`src/rtl/ebus_xfer_pkg.sv`:
```
// ebus_xfer_pkg: shared EBUS state encoding and function codes
package ebus_xfer_pkg;
  typedef enum logic [2:0] {IDLE, ARB, SETUP, DEMAND, HOLD, DONE} state_t;
  localparam logic [0:2] F_CONO  = 3'd0;
  localparam logic [0:2] F_CONI  = 3'd1;
  localparam logic [0:2] F_DATAO = 3'd2;
  localparam logic [0:2] F_DATAI = 3'd3;
  function automatic logic is_input(input logic [0:2] f);
    return f[2];
  endfunction
endpackage

```
`src/rtl/ebus_xfer.sv`:
```
// ebus_xfer: sequences one EBUS transfer from request capture to done pulse
module ebus_xfer
  import ebus_xfer_pkg::*;
#(
  parameter int TIMEOUT = 63
) (
  input  logic        clk,
  input  logic        reset,
  input  logic        reqValid,
  input  logic [0:2]  reqFunc,
  input  logic [0:6]  reqDev,
  input  logic [0:35] reqData,
  output logic        reqReady,
  output logic        doneValid,
  output logic [0:35] doneData,
  output logic        doneTimeout,
  output logic        ebusReq,
  input  logic        ebusGrant,
  output logic [0:6]  ebusCS,
  output logic [0:2]  ebusF,
  output logic        ebusDemand,
  input  logic        ebusXfer,
  output logic [0:35] ebusDOut,
  output logic        ebusDOE,
  input  logic [0:35] ebusDIn
);
  localparam logic [7:0] TO = 8'(TIMEOUT);
  state_t state, state_n;
  logic [0:2] func_q;
  logic [0:6] dev_q;
  logic [0:35] data_q, rd_q;
  logic [7:0] cnt, cnt_inc;
  logic to_q, accept, to_hit, active, out_fn;
  assign accept = state == IDLE && reqValid;
  assign cnt_inc = cnt == 8'hff ? cnt : cnt + 8'd1;
  assign to_hit = state == DEMAND && !ebusXfer && cnt_inc >= TO;
  // state register
  always_ff @(posedge clk) state <= reset ? IDLE : state_n;
  // next state and bus/handshake outputs
  always_comb begin
    state_n = state;
    case (state)
      IDLE:    state_n = reqValid ? ARB : IDLE;
      ARB:     state_n = ebusGrant ? SETUP : ARB;
      SETUP:   state_n = DEMAND;
      DEMAND:  state_n = ebusXfer ? HOLD : to_hit ? DONE : DEMAND;
      HOLD:    state_n = ebusXfer ? HOLD : DONE;
      default: state_n = IDLE;
    endcase
    active = state inside {SETUP, DEMAND, HOLD};
    out_fn = !is_input(func_q);
    reqReady = accept;
    doneValid = state == DONE;
    doneTimeout = doneValid && to_q;
    doneData = doneValid ? rd_q : '0;
    ebusReq = active || state == ARB;
    ebusCS = active ? dev_q : '0;
    ebusF = active ? func_q : '0;
    ebusDemand = state == DEMAND;
    ebusDOE = active && out_fn;
    ebusDOut = ebusDOE ? data_q : '0;
  end
  // captured operands, read data, timeout counter and flag
  always_ff @(posedge clk) begin
    if (reset) begin
      func_q <= '0;
      dev_q <= '0;
      data_q <= '0;
      rd_q <= '0;
      cnt <= '0;
      to_q <= 1'b0;
    end else begin
      if (accept) begin
        func_q <= reqFunc;
        dev_q <= reqDev;
        data_q <= reqData;
        rd_q <= '0;
        to_q <= 1'b0;
      end
      if (state == SETUP) cnt <= '0;
      if (state == DEMAND) cnt <= cnt_inc;
      if (state == DEMAND && ebusXfer && is_input(func_q)) rd_q <= ebusDIn;
      if (to_hit) to_q <= 1'b1;
    end
  end
endmodule

```
`config.mk`:
```
export PLATFORM = sky130hd
export DESIGN_NAME = ebus_xfer
export DESIGN_NICKNAME = d
export VERILOG_FILES = /design/src/rtl/ebus_xfer_pkg.sv /design/src/rtl/ebus_xfer.sv
export SDC_FILE = /design/constraint.sdc
export NUM_CORES = 1
export LEC_CHECK = 0
export ABC_AREA = 0
export CAP_MARGIN = 20
export CELL_PAD_IN_SITES_DETAIL_PLACEMENT = 1
export CELL_PAD_IN_SITES_GLOBAL_PLACEMENT = 2
export CORE_AREA = 8 8 145 147
export CTS_CLUSTER_DIAMETER = 30
export DETAILED_ROUTE_END_ITERATION = 10
export DIE_AREA = 0 0 153 155
export GPL_TIMING_DRIVEN = 0
export PLACE_DENSITY_LB_ADDON = 0.1
export SLEW_MARGIN = 20
export SYNTH_ARGS = -nofsm -noshare
export SYNTH_HDL_FRONTEND = slang
export SYNTH_SLANG_ARGS = --single-unit
```
`constraint.sdc`:
```
create_clock -name clk -period 1.97 [get_ports clk]
set_clock_uncertainty 0.2 [all_clocks]
set_input_delay 0.394 -clock clk [delete_from_list [all_inputs] [get_ports clk]]
set_output_delay 0.394 -clock clk [all_outputs]
set_load 0.005 [all_outputs]
```
Yosys cells after proc, flatten, opt, wreduce, memory -nomap -nowiden
Index checks and enable logic that the tools add are counted.
{"block": "word_totals", "elab_cells": 47, "out_inout_bits": 88, "in_bits": 87, "register_bits": 94}
{"block": "op_classes", "mux": 17, "add_sub_neg": 1, "n_reduce_logical": 15, "n_lt_le_gt_ge": 1, "eq_ne": 6}
{"cell": "36-bit two-way mux", "n": 4}
{"cell": "8-bit two-way mux", "n": 3}
{"cell": "3-bit one-hot mux with 5 select lines", "n": 1}
{"cell": "3-bit two-way mux", "n": 3}
{"cell": "8-bit by 1-bit adder with 8-bit output, second input constant", "n": 1}
{"cell": "8-bit == test, second input constant", "n": 1}
{"cell": "8-bit by 6-bit greater-or-equal comparator with 1-bit output, second input constant", "n": 1}
{"cell": "1-bit logical AND", "n": 7}
{"cell": "7-bit two-way mux", "n": 1}
{"cell": "3-bit by 2-bit == test with 1-bit output, second input constant", "n": 2}
{"cell": "3-bit == test, second input constant", "n": 2}
{"cell": "2-bit nonzero test", "n": 3}
{"cell": "1-bit two-way mux", "n": 4}
{"cell": "3-bit by 1-bit == test with 1-bit output, second input constant", "n": 1}
{"cell": "3-bit logical NOT", "n": 1}
{"cell": "3-bit nonzero test", "n": 1}
{"cell": "1-bit logical NOT", "n": 2}
{"cell": "2-bit two-way mux", "n": 1}
{"cell": "1-bit logical OR", "n": 1}

Depth between registers and ports, before layout
Gate-level depths: netlist of run 1.
{"block": "logic_depth", "ltp_word": 7, "depth_mapped": 9, "ltp_nobuf": 6}

Worst setup path before layout of run 1
No wires, ideal clock.
{"block": "synth_path", "kind": "flip-flop to output port", "start": "register state[1]", "end": "output ebusDOut[10] (netlist bit)", "t_required_ps": 1376, "path_stages_with_launch": 7, "setup_slack_ps": 67, "arrival_time_ps": 1309, "n_path_buf": 2, "path_cell_list": "dfxtp_1 -> buf_4 -> nor3b_1 -> nor2_1 -> nor2_2 -> clkbuf_1 -> and2_1"}
{"block": "synth_via", "elab_chain_cells": 4, "elab_cells_between_ends": 6, "cone_classes": "3 x eq/ne; 1 x mux; 2 x reduce/logical"}
{"element": "start, declared", "line": "ebus_xfer.sv:28", "rtl": "state_t state, state_n;"}
{"element": "start signal, assigned", "line": "ebus_xfer.sv:38", "rtl": "always_ff @(posedge clk) state <= reset ? IDLE : state_n;"}
{"element": "3-bit by 2-bit == test with 1-bit output or 3-bit == test (tied branches)", "line": "ebus_xfer.sv:50", "rtl": "active = state inside {SETUP, DEMAND, HOLD};"}
{"element": "3-bit nonzero test *", "line": "ebus_xfer.sv:50"}
{"element": "1-bit logical AND *", "line": "ebus_xfer.sv:60", "rtl": "ebusDOE = active && out_fn;"}
{"element": "36-bit two-way mux *", "line": "ebus_xfer.sv:61", "rtl": "ebusDOut = ebusDOE ? data_q : '0;"}
{"element": "end, declared", "line": "ebus_xfer.sv:23", "rtl": "output logic [0:35] ebusDOut,"}
Mark *: on every way between the ends. The rest lies on a longest branch, timed or not.

Worst setup path in the final report of run 1
{"block": "layout_path", "start": "register state[2]", "end": "output doneData[14] (netlist bit)"}
{"block": "layout_via", "elab_chain_cells": 2}
{"element": "3-bit == test", "line": "ebus_xfer.sv:53", "rtl": "doneValid = state == DONE;"}
{"element": "36-bit two-way mux", "line": "ebus_xfer.sv:55", "rtl": "doneData = doneValid ? rd_q : '0;"}
{"element": "end, declared", "line": "ebus_xfer.sv:15", "rtl": "output logic [0:35] doneData,"}
No other way between the ends.

==> metrics.txt, run 1 <==
f_max 421 MHz; worst-margin pin slew 0.669 ns; worst-path fanout max 6; Hold-fix buffers, CTS 0; worst setup path endpoint doneData[14]; relative slew slack 0.554; Final Power 4.81 mW; worst r2r dst rd_q[14]$_SDFFE_PP0P_; Synth Warn # 0; Post-layout nets around 860; Hold WC Path Type reg -> reg; initial antenna violation count 1; P&R area growth vs syn 78.7%; Max Root-Sink Buffers 2; Mapped Cells 551; cts bufs inserted 9; status complete, but fails checks; Hold WS 0.250 ns; average size of a mapped cell approximately 7.7 µm²; number of diodes 0; Flop pwr share 0.420; Int Pwr between 3 and 4 mW; Worst-path clk slew about 0.07 ns; fin crit share 1.21; Clock Latency Late Sink 0.34 ns; Mapped Area 4230 µm²; most frequent cells in the layout nand2_1 (138), dfxtp_1 (90), buf_6 (84), clkdlybuf4s50_1 (83), a21oi_1 (73); share of layout cells above drive strength 1 0.357; GPL Wtd Cong between 0.7 and 0.8; Slew Limit Fails 0; post-route ant nets 0; final hold violations 0; first-pass detailed-route iteration total 4; die area 23700 µm²; R2R Setup Slk -0.06 ns; Switching Share 0.244; Crit Reg-Reg Startpoint state[1]$_SDFF_PP0_; commonest non-fill, non-tap cell in the layout nand2_1; row count 51; worst setup margin -0.404 ns; vias in the first global route 4967; CTS tree yes; Die Span Y 155 µm; largest net degree at the start of global routing 15; Vias 4611; IO Port Bufs 172; clock sink count 94; WL/cell ~18 µm; area of the core 19000 µm²; Distinct cells, synth 45; GRT overflow 0; Required @ worst endpoint approximately 1.4 ns; H-tree depth 3; Max Cap Violations 0; crit path from state[2]$_SDFF_PP0_; Reg2Reg Depth 11; Setup CP Type reg -> out; final wirelength between 15000 and 20000 µm; Comb power frac 0.163; failing checks negative setup slack; syn nets 639; DRC Markers 0; DP HPWL 12800 µm; clock root cell clkbuf_16; Data arrival, critical path between 1.5 and 2 ns; sequential area share after synthesis 0.445; Setup violations, final 119; Fillers about 2200; Clock power frac 0.416; startpoint types register; flops & latches, synth 94; Tot GR Track Use 0.147; RSZ-0062 raised after global routing yes; NetSw 1.17 mW; Post-synth EDFFs 0; DR iter-0 viols 188; fin crit period between 2 and 2.5 ns; I/O pin total around 180; Leak 2.93 nW; vias per cell 4.54; ys flop type dfxtp_1; async set-reset flop share out of synthesis 0; pwr dens 638 nW/µm²; Die Span X 153 µm; first-pass GRT wire length 27600 µm; CP endpoint kind primary output; VDD IR max 0.400 mV; starting density of the core 0.223
[cell type report]
class / instances / area, µm² / share of cell area
Tap cell: 238 / 298 / 0.0394
Timing Repair Buffer: 213 / 2220 / 0.294
Clock buffer: 12 / 236 / 0.0313
Buffer: 46 / 363 / 0.0481
Clock inverter: 4 / 95.1 / 0.0126
Inverter: 5 / 36.3 / 0.00481
Multi-Input combinational cell: 404 / 2410 / 0.320
Sequential cell: 94 / 1890 / 0.251
[cells in the mapped netlist (2+ instances only)]
cell type	n	area, µm²
nand4b_1	2	17.5
and2_1	73	457
nand3b_1	2	15.0
dfxtp_1	94	1880
a21oi_1	85	425
clkbuf_1	25	93.8
nand4_1	2	12.5
buf_6	4	45.0
a221oi_1	2	17.5
buf_1	5	18.8
nand3_1	40	200
buf_2	12	60.1
nor2b_1	11	68.8
inv_1	4	15.0
o211ai_1	2	15.0
o31ai_1	2	15.0
nor2_1	9	33.8
o41ai_1	3	26.3
nand2_1	138	518
buf_4	2	15.0
xnor2_1	2	17.5
a211oi_1	6	45.0
a41oi_1	2	17.5
nor3b_1	3	22.5
[state kept, by name (all words and copies together), names as in the netlist]
name and count:
state 3, cnt 8, rd_q 36, func_q 3, dev_q 7, to_q 1
data_q 36
[worst max-delay path, stage by stage (launching register included)]
cell and delay (ns):
dfxtp_2 0.32, buf_6 0.12, buf_4 0.11, nor3b_4 0.23
clkbuf_8 0.20, buf_8 0.11, buf_6 0.11, and2_4 0.15
buf_6 0.09
[cell families (layout without fill, tap and decap cells)]
family	after synthesis	after routing	share of synthesized area
AOI/OAI and AO/OA	110	110	0.148
muxes	2	2	0.00503
and+or+nand+nor	289	289	0.335
DFF	94	94	0.445
xor gates and xnor gates	2	2	0.00415
buffers and inverters	53	280	0.0598
adders and majority gates	1	1	0.00296
[metal layers]
metal,routed length [µm],global-route usage,up-vias
met5,8,0,-
li1,-,-,2278
met1,7610,0.169,2210
met2,8870,0.256,103
met4,174,0.0335,2
met3,1210,0.0552,18
[worst min-delay path by stage]
stage                            startpoint                       to  slack, ns  cells past startpoint
floorplan            data_q[0]$_SDFFE_PP0P_   data_q[0]$_SDFFE_PP0P_       0.23                      2
global placement    data_q[31]$_SDFFE_PP0P_  data_q[31]$_SDFFE_PP0P_       0.24                      2
detailed placement  data_q[24]$_SDFFE_PP0P_  data_q[24]$_SDFFE_PP0P_       0.24                      2
CTS                   dev_q[6]$_SDFFE_PP0P_    dev_q[6]$_SDFFE_PP0P_       0.25                      2
global route        data_q[17]$_SDFFE_PP0P_  data_q[17]$_SDFFE_PP0P_       0.28                      2
finish                dev_q[6]$_SDFFE_PP0P_    dev_q[6]$_SDFFE_PP0P_       0.25                      2
[stage by stage]
| stage | utilization | setup WS, ns | instance area [µm²] | TNS, ns | cells |
|---|---|---|---|---|---|
| finish | 0.398 | -0.404 | 7550 | -29.35 | 1016 |
| global route | 0.398 | -0.504 | 7550 | -40.20 | 1016 |
| CTS | 0.385 | -0.475 | 7300 | -32.66 | 1010 |
| detailed placement | 0.330 | -0.950 | 6240 | -88.36 | 961 |
| global placement | 0.330 | -0.944 | 6240 | -85.72 | 961 |
| floorplan | - | 0.0667 | 4230 | 0 | 551 |
[power groups by stage]
| stage | Combinational [mW] | Sequential (mW) | Clock (mW) |
|---|---|---|---|
| after floorplan | 0.277 | 2.04 | 0 |
| after global placement | 0.605 | 2.05 | 0 |
| after detailed placement | 0.617 | 2.05 | 0 |
| after CTS | 0.761 | 2.02 | 2.07 |
| after global routing | 0.858 | 2.03 | 2.14 |
| final | 0.786 | 2.02 | 2.00 |
[repair_timing]
action                                  in CTS  in global routing
setup buffers                               28                  9
cloned                                       6                  1
resized for setup                          555                 64
pin swaps                                   73                  3
endpoints found under the setup margin     148                148
Note: power is estimated with default switching activity, not from simulation.
==> run 2: changes to the inputs <==
- CORE_AREA: 8 8 145 147 -> 8 8 184 116
- DIE_AREA: 0 0 153 155 -> 0 0 192 124
==> run 2 against run 1 <==
Compared with the run above:
- the flow still finishes with violations (negative setup slack)
- critical path depth rose by 1
- non-clock buffer count decreased by 3
- worst hold slack better by 0.0031 ns
- cell count rose by 0.39%
- register-to-register slack gained 0.13 ns
- sequential cell count unchanged
- die area rose by 0.39%
==> metrics.txt, run 2 (synthesized netlist as in run 1, its figures left out) <==
status complete, but fails checks; failing checks negative setup slack; Final Power 4.69 mW (-2.6%); post-route ant nets 0 (unchanged); Hold WS 0.253 ns (+0.00313 ns); GRT overflow 0 (unchanged); commonest non-fill, non-tap cell in the layout nand2_1; Hold WC Path Type reg -> reg; Post-layout nets 858 (-0.35%); starting density of the core 0.227 (+0.00373); Hold-fix buffers, CTS 0 (unchanged); DP HPWL 13400 µm (+4.6%); initial antenna violation count 0 (-1); Die Span Y 124 µm (-20%); cts bufs inserted 9 (unchanged); H-tree depth 3 (unchanged); Max Root-Sink Buffers 2 (unchanged); WL met2 8270 µm (-6.8%); clock sink count 94 (unchanged); vias in the first global route 4927 (-0.81%); relative slew slack 0.516 (-0.0382); Slew Limit Fails 0 (unchanged); worst setup margin -0.438 ns (-0.0341 ns); share of layout cells above drive strength 1 0.341 (-0.0162); most frequent cells in the layout nand2_1 (138), dfxtp_1 (90), a21oi_1 (85), clkdlybuf4s50_1 (84), buf_6 (79); vias per cell 4.54 (about the same); die area 23800 µm² (+0.39%); dpl cells 969 (+0.83%); DRC Markers 0 (unchanged); uppermost routed layer met4; VDD IR max 0.335 mV (-16%); final wirelength 18300 µm (+2.4%); Routed met1 length 8760 µm (+15%); Largest regs data_q: 36 flops, rd_q: 36 flops, cnt: 8 flops; Die Span X 192 µm (+25%); P&R area growth vs syn 76.7%; area of the core 18600 µm² (-1.6%); CP endpoint kind primary output; Setup CP Type reg -> out; WL/cell 17.9 µm (+2.0%); final hold violations 0 (unchanged); clock root cell clkbuf_16; final core utilization 0.400 (+0.00209); Max Cap Violations 0 (unchanged); row count 39 (-24%); I/O pin total 175 (unchanged); pwr dens 628 nW/µm² (-1.5%); DR iter-0 viols 136 (-28%); largest net degree at the start of global routing 16 (+1); Clock Latency Late Sink 0.34 ns (about the same); worst-path fanout max 5 (-1); Setup violations, final 86 (-28%); RSZ-0062 raised after global routing yes; worst slack at placement -1.04 ns (-0.0920 ns); CTS tree yes; IO Port Bufs 172 (unchanged); Fillers 2149 (-2.4%); Tot GR Track Use 0.149 (+0.00208); Required @ worst endpoint 1.38 ns (about the same); Data arrival, critical path 1.81 ns (+0.03 ns); first-pass detailed-route iteration total 4 (unchanged); startpoint types register; number of diodes 0 (unchanged); Vias 4629 (+0.39%); first-pass GRT wire length 27700 µm (+0.45%); f_max 415 MHz (-1.4%); fin crit share 1.22 (+0.0173); non-filler cells, final 1020 (+0.39%); Worst-path clk slew 0.07 ns (about the same); WL met3 1140 µm (-6.3%); GPL Wtd Cong 0.760 (about the same); Leak 2.89 nW (-1.4%); worst-margin pin slew 0.726 ns (+0.0573 ns); fin crit period 2.41 ns (+0.0341 ns)
run 2: cell count changes in the layout (fill, tap and decap cells not counted), moves of 3 or more:
cell       before  now
a21oi_2        13    1
a21oi_1        73   85
clkbuf_1       17   13
buf_2          26   30
nor2b_1         9    1
buf_6          84   79
clkbuf_16      10   13
buf_8          14   11
and2_1          6   15
nor2b_4         3   10
clkbuf_8        4    1
and2_4         67   58
clkbuf_4        2    5
run 2: critical path: stages, from the launching register on:
cell and delay, ns:
dfxtp_4 0.36, buf_12 0.12, nor3b_4 0.23, nor2_4 0.06, nor2_4 0.11, buf_12 0.13
buf_12 0.12, buf_8 0.11, and2_4 0.13, buf_6 0.09
run 2: worst paths after layout:
| path | slack (ns) | cells past startpoint | from | end |
|---|---|---|---|---|
| hold / removal | 0.25 | 2 | dev_q[3]$_SDFFE_PP0P_ | dev_q[3]$_SDFFE_PP0P_ |
| hold reg to reg | 0.25 | 2 | dev_q[3]$_SDFFE_PP0P_ | dev_q[3]$_SDFFE_PP0P_ |
| setup / recovery | -0.44 | 9 | state[0]$_SDFF_PP0_ | ebusDOut[27] |
| setup reg to reg | 0.07 | 6 | cnt[1]$_SDFFE_PP0P_ | cnt[3]$_SDFFE_PP0P_ |
run 2: timing repair:
action,CTS,global route
setup endpoints to repair,117,173
buffers inserted,31,7
gates resized for setup,444,159
gates cloned,4,2
pin swaps,27,37
run 2: cell type report:
cell class	count	area, µm²	area share
multi-input combinational	404	2400	0.321
timing repair buffer	214	2210	0.296
sequential	94	1890	0.253
buffer	42	315	0.0422
tap	246	308	0.0412
clock buffer	10	229	0.0307
clock inverter	5	83.8	0.0112
inverter	5	33.8	0.00453
run 2: stage by stage:
step	TNS, ns	instance area [µm²]
final	-30.08	7460
after global routing	-36.62	7460
after CTS	-34.40	7140
after detailed placement	-90.89	6250
after global placement	-87.66	6250
after floorplan	0	4230
run 2: where the power goes:
part | total (mW) | switching (mW) | internal (mW)
logic | 0.788 | 0.371 | 0.416
clock network | 1.88 | 0.766 | 1.11
registers | 2.02 | 0.0459 | 1.98
run 2: layer usage:
| layer | vias to the layer above | global-route usage |
|---|---|---|
| met3 | 11 | 0.0428 |
| met1 | 2233 | 0.197 |
| met4 | 0 | 0.0318 |
| met2 | 111 | 0.242 |
| li1 | 2274 | - |
| met5 | - | 0 |
==> edit: new RTL, flow settings as in run 2 <==
The parameter `TIMEOUT` goes from 63 to 31.
--- a/src/rtl/ebus_xfer.sv
+++ b/src/rtl/ebus_xfer.sv
@@ -2,7 +2,7 @@
 module ebus_xfer
   import ebus_xfer_pkg::*;
 #(
-  parameter int TIMEOUT = 63
+  parameter int TIMEOUT = 31
 ) (
   input  logic        clk,
   input  logic        reset,
Formal check against the unedited RTL: same outputs for any inputs over 10 cycles, from zero or initial values and one cycle with reset high; that may be too few to reach the edited logic, so the function may still have changed.
==> edit against run 2 <==
- the run still ends with negative setup slack left
- die area unchanged
- synthesized cell count up 0.18%
- sequential cell count unchanged
- critical path type unchanged
- wire length up 1.2%
- final area up 3.2%
- area after synthesis up 5.2%
- count of clock-buffer cells in the layout down 1
- setup slack worse by 0.026 ns
- total power up 3.1%
==> edit: results (changes against run 2) <==
Outcome: complete, but fails checks (unchanged)
Violations in the final reports: negative setup slack (unchanged)
Met2 WL: 7915 um (was 8266 um)
Post-CTS Setup Bufs: 26 (was 31)
Drt via density: 4.470 (was 4.538)
Post-route setup slack: -0.4645 ns (was -0.4383 ns)
Pre-CTS setup slack: -0.8908 ns (was -1.042 ns)
Tcrit/Tclk final: 123.6% (was 122.2%)
Avg Cell Area, Syn: 8.049 um2 (was 7.668 um2)
Sequential share of the synthesized area: 42.35% (was 44.54%)
Xor and xnor area share after synthesis: 0.3943% (was 0.4146%)
# setup viols final: 86 (unchanged)
Reg2reg end: cnt[5]$_SDFFE_PP0P_ (was cnt[3]$_SDFFE_PP0P_)
Initial antenna violation count: 3 (was 0)
Adder-cell share of the synthesized area: 0.2816% (was 0.2961%)
Hold path endpoint: data_q[25]$_SDFFE_PP0P_ (was dev_q[3]$_SDFFE_PP0P_)
Overall Global Routing Usage: 15.25% (was 14.94%)
CP max FO: 8 (was 5)
Synth area leaders: dfxtp_1, and2_1, nand2_1 (was dfxtp_1, nand2_1, and2_1)
Met1 wire length: 8949 um (was 8760 um)
Multi-input combinational area share: 32.73% (was 32.12%)
Layout cells sized above 1: 41.65% (was 34.11%)
Met3 usage: 5.285% (was 4.279%)
Routed wire per std cell: 18.08 um (was 17.95 um)
Count of plain and timing-repair buffers: 257 (was 256)
Met3 WL: 1386 um (was 1135 um)
Placed instance count: 971 (was 969)
Mapped Nets: 640 (was 639)
Vias in the first global route: 4960 (was 4927)
First-pass GRT wire length: 27840 um (was 27740 um)
edit: changes by cell type after synthesis, moves of 3 or more:
cell,before,now
nor4_1,0,3
buf_2,12,15
buf_12,0,3
a21oi_2,1,30
inv_1,4,7
a21oi_1,85,56
nand2_2,1,21
clkbuf_2,0,3
a211oi_1,6,3
nand2_1,138,117
buf_1,5,1
nor2_1,9,13
clkbuf_1,25,17
edit: where the power goes:
part	internal, W	switching, W
Combinational	0.000425	0.000380
Sequential	0.00198	0.0000418
Clock	0.00123	0.000777
edit: how the worst max path moves through the flow:
stage	from	end	depth (start not counted)
after floorplan	state[1]$_SDFF_PP0_	ebusDOut[10]	6
after global placement	reqValid	reqReady	5
after detailed placement	reqValid	reqReady	5
after CTS	state[2]$_SDFF_PP0_	ebusDOut[3]	10
after global routing	state[1]$_SDFF_PP0_	ebusDOut[14]	9
final	state[1]$_SDFF_PP0_	ebusDOut[14]	9
